## src/rtl/alu_pkg.sv

```systemverilog
// alu_pkg: shared ALU width, opcode constants and sequencer state encoding
package alu_pkg;
  localparam int W = 8;
  localparam logic [2:0] OP_ADD = 3'b000;
  localparam logic [2:0] OP_SUB = 3'b001;
  localparam logic [2:0] OP_AND = 3'b010;
  localparam logic [2:0] OP_OR  = 3'b011;
  localparam logic [2:0] OP_XOR = 3'b100;
  localparam logic [2:0] OP_SHL = 3'b101;
  localparam logic [2:0] OP_SHR = 3'b110;
  localparam logic [2:0] OP_SLT = 3'b111;
  typedef enum logic [1:0] {IDLE, EXEC, HOLD} state_t;
endpackage

```

## src/rtl/alu_cmd_fifo.sv

```systemverilog
// alu_cmd_fifo: synchronous command FIFO with occupancy count
module alu_cmd_fifo #(
  parameter int DEPTH = 4,
  parameter int DW = 20
) (
  input  logic                     clk,
  input  logic                     rst_n,
  input  logic                     push,
  input  logic [DW-1:0]            wdata,
  input  logic                     pop,
  output logic [DW-1:0]            rdata,
  output logic [$clog2(DEPTH):0]   count
);
  localparam int AW = $clog2(DEPTH);
  logic [DW-1:0] mem_q [DEPTH];
  logic [DW-1:0] mem_d [DEPTH];
  logic [AW-1:0] wr_q, wr_d, rd_q, rd_d;
  logic [AW:0] cnt_q, cnt_d;
  logic push_ok, pop_ok;
  assign push_ok = push && cnt_q != (AW+1)'(DEPTH);
  assign pop_ok = pop && cnt_q != '0;
  assign rdata = mem_q[rd_q];
  assign count = cnt_q;
  // next storage, pointers (wrap naturally at power-of-two depth) and count
  always_comb begin
    mem_d = mem_q;
    wr_d = wr_q;
    rd_d = rd_q;
    if (push_ok) begin
      mem_d[wr_q] = wdata;
      wr_d = wr_q + 1'b1;
    end
    if (pop_ok) rd_d = rd_q + 1'b1;
    cnt_d = cnt_q + (AW+1)'(push_ok) - (AW+1)'(pop_ok);
  end
  // state registers
  always_ff @(posedge clk or negedge rst_n) begin
    if (!rst_n) begin
      mem_q <= '{default: '0};
      wr_q <= '0;
      rd_q <= '0;
      cnt_q <= '0;
    end else begin
      mem_q <= mem_d;
      wr_q <= wr_d;
      rd_q <= rd_d;
      cnt_q <= cnt_d;
    end
  end
endmodule

```

## src/rtl/alu_op_sequencer.sv

```systemverilog
// alu_op_sequencer: buffers ALU commands, issues them one at a time and registers results
module alu_op_sequencer
  import alu_pkg::*;
#(
  parameter int DEPTH = 4,
  parameter int W = alu_pkg::W
) (
  input  logic         clk,
  input  logic         rst_n,
  input  logic         cmd_valid,
  output logic         cmd_ready,
  input  logic [2:0]   cmd_op,
  input  logic [W-1:0] cmd_a,
  input  logic [W-1:0] cmd_b,
  input  logic         cmd_acc,
  output logic [W-1:0] alu_a,
  output logic [W-1:0] alu_b,
  output logic [2:0]   alu_op,
  input  logic [W-1:0] alu_result,
  input  logic         alu_zero,
  input  logic         alu_overflow,
  output logic         res_valid,
  input  logic         res_ready,
  output logic [W-1:0] res_data,
  output logic         res_zero,
  output logic         res_ovf,
  output logic [W-1:0] acc_out,
  output logic         ovf_sticky,
  input  logic         clr_sticky,
  output logic         busy
);
  localparam int AW = $clog2(DEPTH);
  localparam int DW = 3 + 2*W + 1;
  logic [AW:0] count;
  logic [DW-1:0] rdata;
  logic push, pop, has;
  logic [2:0] f_op;
  logic [W-1:0] f_a, f_b;
  logic f_acc;
  state_t state_q, state_d;
  logic [W-1:0] a_q, a_d, b_q, b_d, res_q, res_d, acc_q, acc_d;
  logic [2:0] op_q, op_d;
  logic zero_q, zero_d, ovf_q, ovf_d, sticky_q, sticky_d;
  alu_cmd_fifo #(.DEPTH(DEPTH), .DW(DW)) u_fifo (
    .clk(clk),
    .rst_n(rst_n),
    .push(push),
    .wdata({cmd_op, cmd_a, cmd_b, cmd_acc}),
    .pop(pop),
    .rdata(rdata),
    .count(count)
  );
  assign {f_op, f_a, f_b, f_acc} = rdata;
  assign has = count != '0;
  assign cmd_ready = count != (AW+1)'(DEPTH);
  assign push = cmd_valid && cmd_ready;
  assign alu_a = a_q;
  assign alu_b = b_q;
  assign alu_op = op_q;
  assign res_valid = state_q == HOLD;
  assign res_data = res_q;
  assign res_zero = zero_q;
  assign res_ovf = ovf_q;
  assign acc_out = acc_q;
  assign ovf_sticky = sticky_q;
  assign busy = state_q != IDLE || has;
  // issue/capture sequencing: pop in IDLE or on a HOLD handshake, capture in EXEC
  always_comb begin
    state_d = state_q;
    a_d = a_q;
    b_d = b_q;
    op_d = op_q;
    res_d = res_q;
    zero_d = zero_q;
    ovf_d = ovf_q;
    acc_d = acc_q;
    pop = has && (state_q == IDLE || (state_q == HOLD && res_ready));
    if (state_q == EXEC) begin
      res_d = alu_result;
      zero_d = alu_zero;
      ovf_d = alu_overflow;
      acc_d = alu_result;
      state_d = HOLD;
    end
    if (state_q == HOLD && res_ready) state_d = has ? EXEC : IDLE;
    if (state_q == IDLE && has) state_d = EXEC;
    if (pop) begin
      a_d = f_acc ? acc_q : f_a;
      b_d = f_b;
      op_d = f_op;
    end
    sticky_d = (state_q == EXEC && alu_overflow) ? 1'b1 : clr_sticky ? 1'b0 : sticky_q;
  end
  // state and datapath registers
  always_ff @(posedge clk or negedge rst_n) begin
    if (!rst_n) begin
      state_q <= IDLE;
      a_q <= '0;
      b_q <= '0;
      op_q <= '0;
      res_q <= '0;
      zero_q <= 1'b0;
      ovf_q <= 1'b0;
      acc_q <= '0;
      sticky_q <= 1'b0;
    end else begin
      state_q <= state_d;
      a_q <= a_d;
      b_q <= b_d;
      op_q <= op_d;
      res_q <= res_d;
      zero_q <= zero_d;
      ovf_q <= ovf_d;
      acc_q <= acc_d;
      sticky_q <= sticky_d;
    end
  end
endmodule

```

## config.mk

```make
export PLATFORM = sky130hd
export DESIGN_NAME = alu_op_sequencer
export DESIGN_NICKNAME = d
export VERILOG_FILES = /design/src/rtl/alu_pkg.sv /design/src/rtl/alu_cmd_fifo.sv /design/src/rtl/alu_op_sequencer.sv
export SDC_FILE = /design/constraint.sdc
export NUM_CORES = 1
export LEC_CHECK = 0
export CORE_AREA = 3 3 148 107
export CTS_CLUSTER_DIAMETER = 150
export CTS_CLUSTER_SIZE = 25
export DETAILED_ROUTE_END_ITERATION = 10
export DIE_AREA = 0 0 151 110
export HOLD_SLACK_MARGIN = 0.1
export PLACE_DENSITY = 0.88
export SKIP_LAST_GASP = 1
export SLEW_MARGIN = 20
export SYNTH_ARGS = -nofsm -noshare
export SYNTH_HDL_FRONTEND = slang
export SYNTH_HIERARCHICAL = 1
export SYNTH_SLANG_ARGS = --single-unit
```

## constraint.sdc

```tcl
create_clock -name clk -period 2.5 [get_ports clk]
set_clock_uncertainty 0.15 [all_clocks]
set_input_delay 0.75 -clock clk [delete_from_list [all_inputs] [get_ports clk]]
set_output_delay 0.75 -clock clk [all_outputs]
set_load 0.01 [all_outputs]
```

==> results of run 1 <==
-- what timing repair did --
action | 4_1_cts | 5_1_grt
setup endpoints to repair | 4 | 59
resized for setup | 4 | 4
setup buffers | 0 | 0
pin swaps | 1 | 2
-- through the flow --
step	total power [mW]	util (%)	instances	area (um2)	worst slack, ps
after CTS	13.9	63.1	873	9170	-117
after global routing	14.7	63.1	873	9180	-94.3
after floorplan	9.23	-	626	7710	-217
after global placement	10.9	58.8	841	8550	-749
final	14.0	63.1	873	9180	-35.3
after detailed placement	11.3	58.8	841	8550	-828
-- synth_stat cells (all sizes together), types with 3 or more instances --
library cell / number / area share (%)
dfrtp: 119 / 39
nand4bb: 82 / 12
o211ai: 82 / 13
a21bo: 80 / 10
nand3: 80 / 5.2
clkbuf: 49 / 2.4
buf: 37 / 3.5
mux2: 36 / 5.3
mux4: 20 / 5.9
inv: 8 / 0.39
ha: 6 / 0.98
nand2: 4 / 0.20
nand2b: 4 / 0.33
xnor2: 3 / 0.34
-- worst register-to-register path: cells and delay by family (launching register included) --
family     cells  cell delay (ps)
flops          1              440
xor+xnor       2              300
fa+ha+maj      2              710
buf+inv        2              680
-- final cells by class --
type                       count  area [um2]  share of cell area, %
clock buffer                  24         502                   5.47
clock inverter                 8         118                   1.28
inverter                       8        42.5                  0.464
multi-input combinational    413        4260                   46.4
sequential                   119        2980                   32.5
tap                          195         244                   2.66
timing repair buffer         106        1030                   11.3
-- state kept, by name (all words and copies together) (netlist names) --
name,cells
u_fifo/rd_q,2
res_zero,1
ovf_sticky,1
state_q,2
alu_a,8
alu_b,8
acc_out,8
alu_op,3
u_fifo/count,3
u_fifo/wr_q,2
res_ovf,1
u_fifo/mem_q,80
-- logic make-up after synthesis --
| group | after synthesis |
|---|---|
| XOR/XNOR | 4 |
| AND/OR/NAND/NOR | 177 |
| buffers and inverters | 94 |
| flip-flops | 119 |
| adder cells (fa/ha/maj) | 7 |
| AO/OA/AOI/OAI | 169 |
| multiplexers | 56 |
-- where the power goes --
part	switching [mW]	internal [mW]
Clock	0.862	1.69
Combinational	3.55	4.05
Sequential	0.849	2.96
-- layer usage --
layer  wire length (um)  share of wire, %
met1               8250                43
met2               9360                48
met3               1410               7.3
met4                370               1.9
met5                  0                 0
-- worst min-delay path by stage --
| stage | from | to | cells past startpoint |
|---|---|---|---|
| 2_1_floorplan | rst_n | acc_out[0] | 0 |
| 4_1_cts | rst_n | u_fifo/mem_q[47] | 1 |
| 6_report | rst_n | u_fifo/mem_q[47] | 1 |
| 3_5_place_dp | alu_b[6] | alu_b[6] | 1 |
| 3_3_place_gp | alu_b[6] | alu_b[6] | 1 |
| 5_1_grt | rst_n | u_fifo/mem_q[47] | 1 |
-- cells in the final DEF (no fill, tap or decap), types with 5 or more instances in the layout --
| cell type | n |
|---|---|
| dfrtp_1 | 116 |
| nand3_1 | 80 |
| inv_1 | 6 |
| ha_1 | 5 |
| clkbuf_16 | 17 |
| o211ai_1 | 12 |
| o211ai_2 | 70 |
| a21bo_2 | 80 |
| mux2_2 | 34 |
| buf_4 | 27 |
| nand4bb_1 | 82 |
| clkdlybuf4s50_1 | 71 |
| clkbuf_8 | 5 |
| mux4_2 | 20 |
==> metrics, run 1 <==
proportion of synthesized area in mux cells=between 10% and 20%; crit-path max FO=2; Setup TNS=-35.3 ps; Yosys warning total=6; XOR/XNOR share of the synthesized area=0.456%; async set-or-reset flop fraction in the synthesized netlist=100%; RSZ-0062 raised after global routing=yes; CP endpoint=u_fifo/count[2]; global route overflow=0; Avg Cell Area, Syn=roughly 12 um2; LEAKAGE=3.53 nW; CTS Sinks=around 120; # diodes=0; CP startpoint kind=input port; GP Congestion=0.795; # Max-Cap Violations=0; r2r endpoint=u_fifo/count[2]; Clock Latency Late Sink=about 420 ps; Achievable Freq=394 MHz; worst slew pin tran=950 ps; Initial Utilization=~53%; adder-cell share of the synthesized area=under 10%; Worst Hold Class=in2async; failing checks=negative setup slack; Core Footprint=14500 um2; crit end category=register; area growth from synthesis to layout=19.5%; Post-Synth Simple-Gate Area=18.4%; total CTS buffers=17; Peak VDD IR=854 uV; Syn Nets=between 600 and 700; Clock transition at path regs=~50 ps; CP arrival=2640 ps; DR vias=5761; final setup margin=-35.3 ps; cells on worst reg2reg path=6; Max Slew Vio Count=0; DR pass1 iterations=5; Hold Violations, Final=0; reg2reg setup slack=60 ps; Final min period=2540 ps; vias per inst=about 6.6; CP Class=in2reg; library cells used by synthesis=31; All-Layer GR Usage=23.9%; biggest cell delay along the critical path=490 ps; flops & latches, synth=between 100 and 150; post-synthesis compound-gate area fraction=23.7%; Post-synth top flop=dfrtp_1; initial antenna violation count=0; sequential area share after synthesis=between 30% and 40%; drt first-iter violations=656; CTS Buffer Depth=2; status=finished, violations left; Worst path slowest cell=clkdlybuf4s50_1; mapped cell area=7680 um2; Routed Antenna Nets=0; pwr/cell area=between 1500 and 2000 nW/um2; grt met1 use=32.0%; CTS root buf=clkbuf_16; Detailed Place HPWL=11900 um; DIE WIDTH=151 um; number of global-route vias before repair=around 5800; routed length per instance=around 22 um; std cell rows=37; post-synthesis cell count=626; Final setup viols=1; Critical Path Source=cmd_valid; residual DRC count=0; I/O pin total=76; GRT met3 Usage=5.88%; first-pass GRT wire length=31000 um; WHS=around 120 ps; Port Buffer Count=75; reg-to-reg startpoint=u_fifo/count[0]; Hold Buf Count CTS=0; Worst Path Buf+Inv=3; total stage count of the critical path=10; CP delay by family, top=adder cells; Final Net Count=707; Post-synth EDFFs=0; CP Cell Sequence=clkdlybuf4s50_1, and2_4, nand2b_1, ha_1, inv_1, ha_2, inv_2, fa_2, xnor2_2, xnor2_1; Relative slew margins=36.7%; CTS tree=built; largest family of logic cells by synthesized area=compound AO/OA/AOI/OAI gates; Routed WL=19400 um; Final Cycle Share=101%; fill cell count=1048; largest net degree at the start of global routing=113; H-tree depth=4; critical path required time=around 2600 ps; met2 Usage GRT=37.7%; Die H=110 um; Die ar.=16600 um2; share of cells above drive strength 1=between 40% and 50%; busiest grt layer=met2
No activity file was read; power rests on OpenSTA's default activity.
==> run 2: changes to the inputs <==
--- a/config.mk
+++ b/config.mk
@@ -10,8 +10,10 @@
 export CTS_CLUSTER_SIZE = 25
 export DETAILED_ROUTE_END_ITERATION = 10
 export DIE_AREA = 0 0 151 110
+export GPL_TIMING_DRIVEN = 1
 export HOLD_SLACK_MARGIN = 0.1
 export PLACE_DENSITY = 0.88
+export SKIP_CTS_REPAIR_TIMING = 1
 export SKIP_LAST_GASP = 1
 export SLEW_MARGIN = 20
 export SYNTH_ARGS = -nofsm -noshare
==> metrics, run 2 (synthesis gave the netlist of run 1 again) <==
H-tree depth=4 (unchanged); I/O pin total=76 (unchanged); Relative slew margins=36.0% (was 36.7%); CTS Sinks=119 (unchanged); commonest non-fill, non-tap cell in the layout=dfrtp_1 (unchanged); fill cell count=1034 (was 1048); max FFs per register=80 (unchanged); DR vias=5791 (was 5761); # Max-Cap Violations=0 (unchanged); # diodes=0 (unchanged); pwr/cell area=1520 nW/um2 (about the same); DR pass1 iterations=5 (unchanged); cells on worst reg2reg path=6 (unchanged); DIE WIDTH=151 um (unchanged); Finished Cell Area=9240 um2 (was 9180 um2); Final min period=2570 ps (was 2540 ps); status=finished, violations left (unchanged); Worst path slowest cell=clkdlybuf4s50_1 (unchanged); Achievable Freq=389 MHz (was 394 MHz); critical path required time=2610 ps (about the same); Hold Violations, Final=0 (unchanged); Routed Antenna Nets=0 (unchanged); initial antenna violation count=0 (unchanged); DP Cell Count=841 (unchanged); biggest cell delay along the critical path=480 ps (was 490 ps); Largest Register=u_fifo/mem_q (unchanged); Die ar.=16600 um2 (unchanged); routed length per instance=22.3 um (was 22.2 um); worst slew pin tran=960 ps (was 950 ps); Port Buffer Count=75 (unchanged); Clock transition at path regs=50 ps (about the same); Max Slew Vio Count=0 (unchanged); GP Congestion=0.795 (unchanged); CTS Buffer Depth=2 (unchanged); drt first-iter violations=723 (was 656); Final Net Count=713 (was 707); Detailed Place HPWL=11900 um (unchanged); final setup margin=-69.3 ps (was -35.3 ps); CTS tree=built (unchanged); crit end category=register (unchanged); most frequent cells in the layout=dfrtp_1 (116), nand4bb_1 (82), nand3_1 (80), a21bo_2 (80) (was dfrtp_1 (116), nand4bb_1 (82), nand3_1 (80), a21bo_2 (80), clkdlybuf4s50_1 (71)); CTS root buf=clkbuf_16 (unchanged); DR top layer=met4 (unchanged); Register Area=2980 um2 (unchanged); CP startpoint kind=input port (unchanged); global route overflow=0 (unchanged); number of global-route vias before repair=5799 (was 5807); LEAKAGE=3.58 nW (was 3.53 nW); met3 routed WL=1370 um (was 1410 um); std cell rows=37 (unchanged); residual DRC count=0 (unchanged); Area after DPL=8550 um2 (unchanged); area occupied by multi-input gates=4260 um2 (unchanged); Die H=110 um (unchanged); Core Footprint=14500 um2 (unchanged); Final Non-Filler Cells=879 (was 873); Final Cycle Share=103% (was 101%); Peak VDD IR=860 uV (was 854 uV); wl on met1=8300 um (was 8250 um); CP arrival=2680 ps (was 2640 ps); RSZ-0062 raised after global routing=yes (unchanged); largest net degree at the start of global routing=113 (unchanged); area growth from synthesis to layout=20.3% (was 19.5%); Worst Hold Class=in2async (unchanged); share of cells above drive strength 1=41.5% (was 41.2%); Initial Utilization=52.8% (unchanged); Clock Latency Late Sink=420 ps (about the same); failing checks=negative setup slack (unchanged); crit-path max FO=2 (unchanged); Final setup viols=8 (was 1); first-pass GRT wire length=30900 um (was 31000 um); CP Cell Sequence=clkdlybuf4s50_1, and2_4, nand2b_1, ha_1, inv_1, ha_2, inv_2, fa_2, xnor2_2, xnor2_1 (unchanged); All-Layer GR Usage=23.9% (about the same); DR WL met2=9560 um (was 9360 um); reg2reg setup slack=-40 ps (was 60 ps); vias per inst=6.59 (was 6.60); total CTS buffers=17 (unchanged); Routed WL=19600 um (was 19400 um); r2r endpoint=u_fifo/wr_q[1] (was u_fifo/count[2]); CP Class=in2reg (unchanged); reg-to-reg startpoint=u_fifo/count[0] (unchanged)
[run 2: changes by cell type in the layout (fill, tap and decap cells not counted), sizes merged]
cell	change
buf	+6
dlymetal6s2s	+4
dlygate4sd2	-2
clkbuf	-1
clkdlybuf4s50	-1
[run 2: through the flow]
step,hold WS [ps],util (%),setup TNS [ps],power [mW],setup WS [ps]
finish,117,63.6,-165,14.1,-69.3
floorplan,304,-,-348,9.23,-217
detailed placement,340,58.8,-24920,11.3,-828
CTS,122,63.1,-899,13.9,-388
global route,131,63.6,-1300,14.8,-134
global placement,328,58.8,-20650,10.9,-749
[run 2: report_power, final]
| part | internal (mW) | switching, mW |
|---|---|---|
| registers | 2.97 | 0.836 |
| clock network | 1.69 | 0.858 |
| logic | 4.11 | 3.59 |
[run 2: per-layer routing]
metal | track usage, % | up-vias
li1 | - | 2501
met2 | 37.7 | 271
met5 | 0 | -
met1 | 32.0 | 2988
met3 | 5.88 | 31
met4 | 9.44 | 0
[run 2: cell type report]
cell class / instances / share of cell area, %
clock inverter: 8 / 1.27
multi-input combinational: 413 / 46.1
inverter: 8 / 0.460
sequential: 119 / 32.3
tap: 195 / 2.64
clock buffer: 24 / 5.43
timing repair buffer: 112 / 11.9
[run 2: how the worst max path moves through the flow]
stage / startpoint / end / slack [ps] / cells past startpoint
floorplan: res_ready / u_fifo/count[2] / -220 / 11
global placement: res_ready / u_fifo/count[2] / -750 / 11
detailed placement: res_ready / u_fifo/count[2] / -830 / 11
CTS: res_ready / u_fifo/count[2] / -390 / 11
global route: cmd_valid / u_fifo/count[2] / -130 / 10
finish: cmd_valid / u_fifo/count[2] / -70 / 10
[run 2: worst max-delay path, delay by kind of cell]
kind	cells	cell delay, ps
buffers and inverters	3	580
and+or+nand+nor	2	230
xor gates and xnor gates	2	300
adders and majority gates	3	800
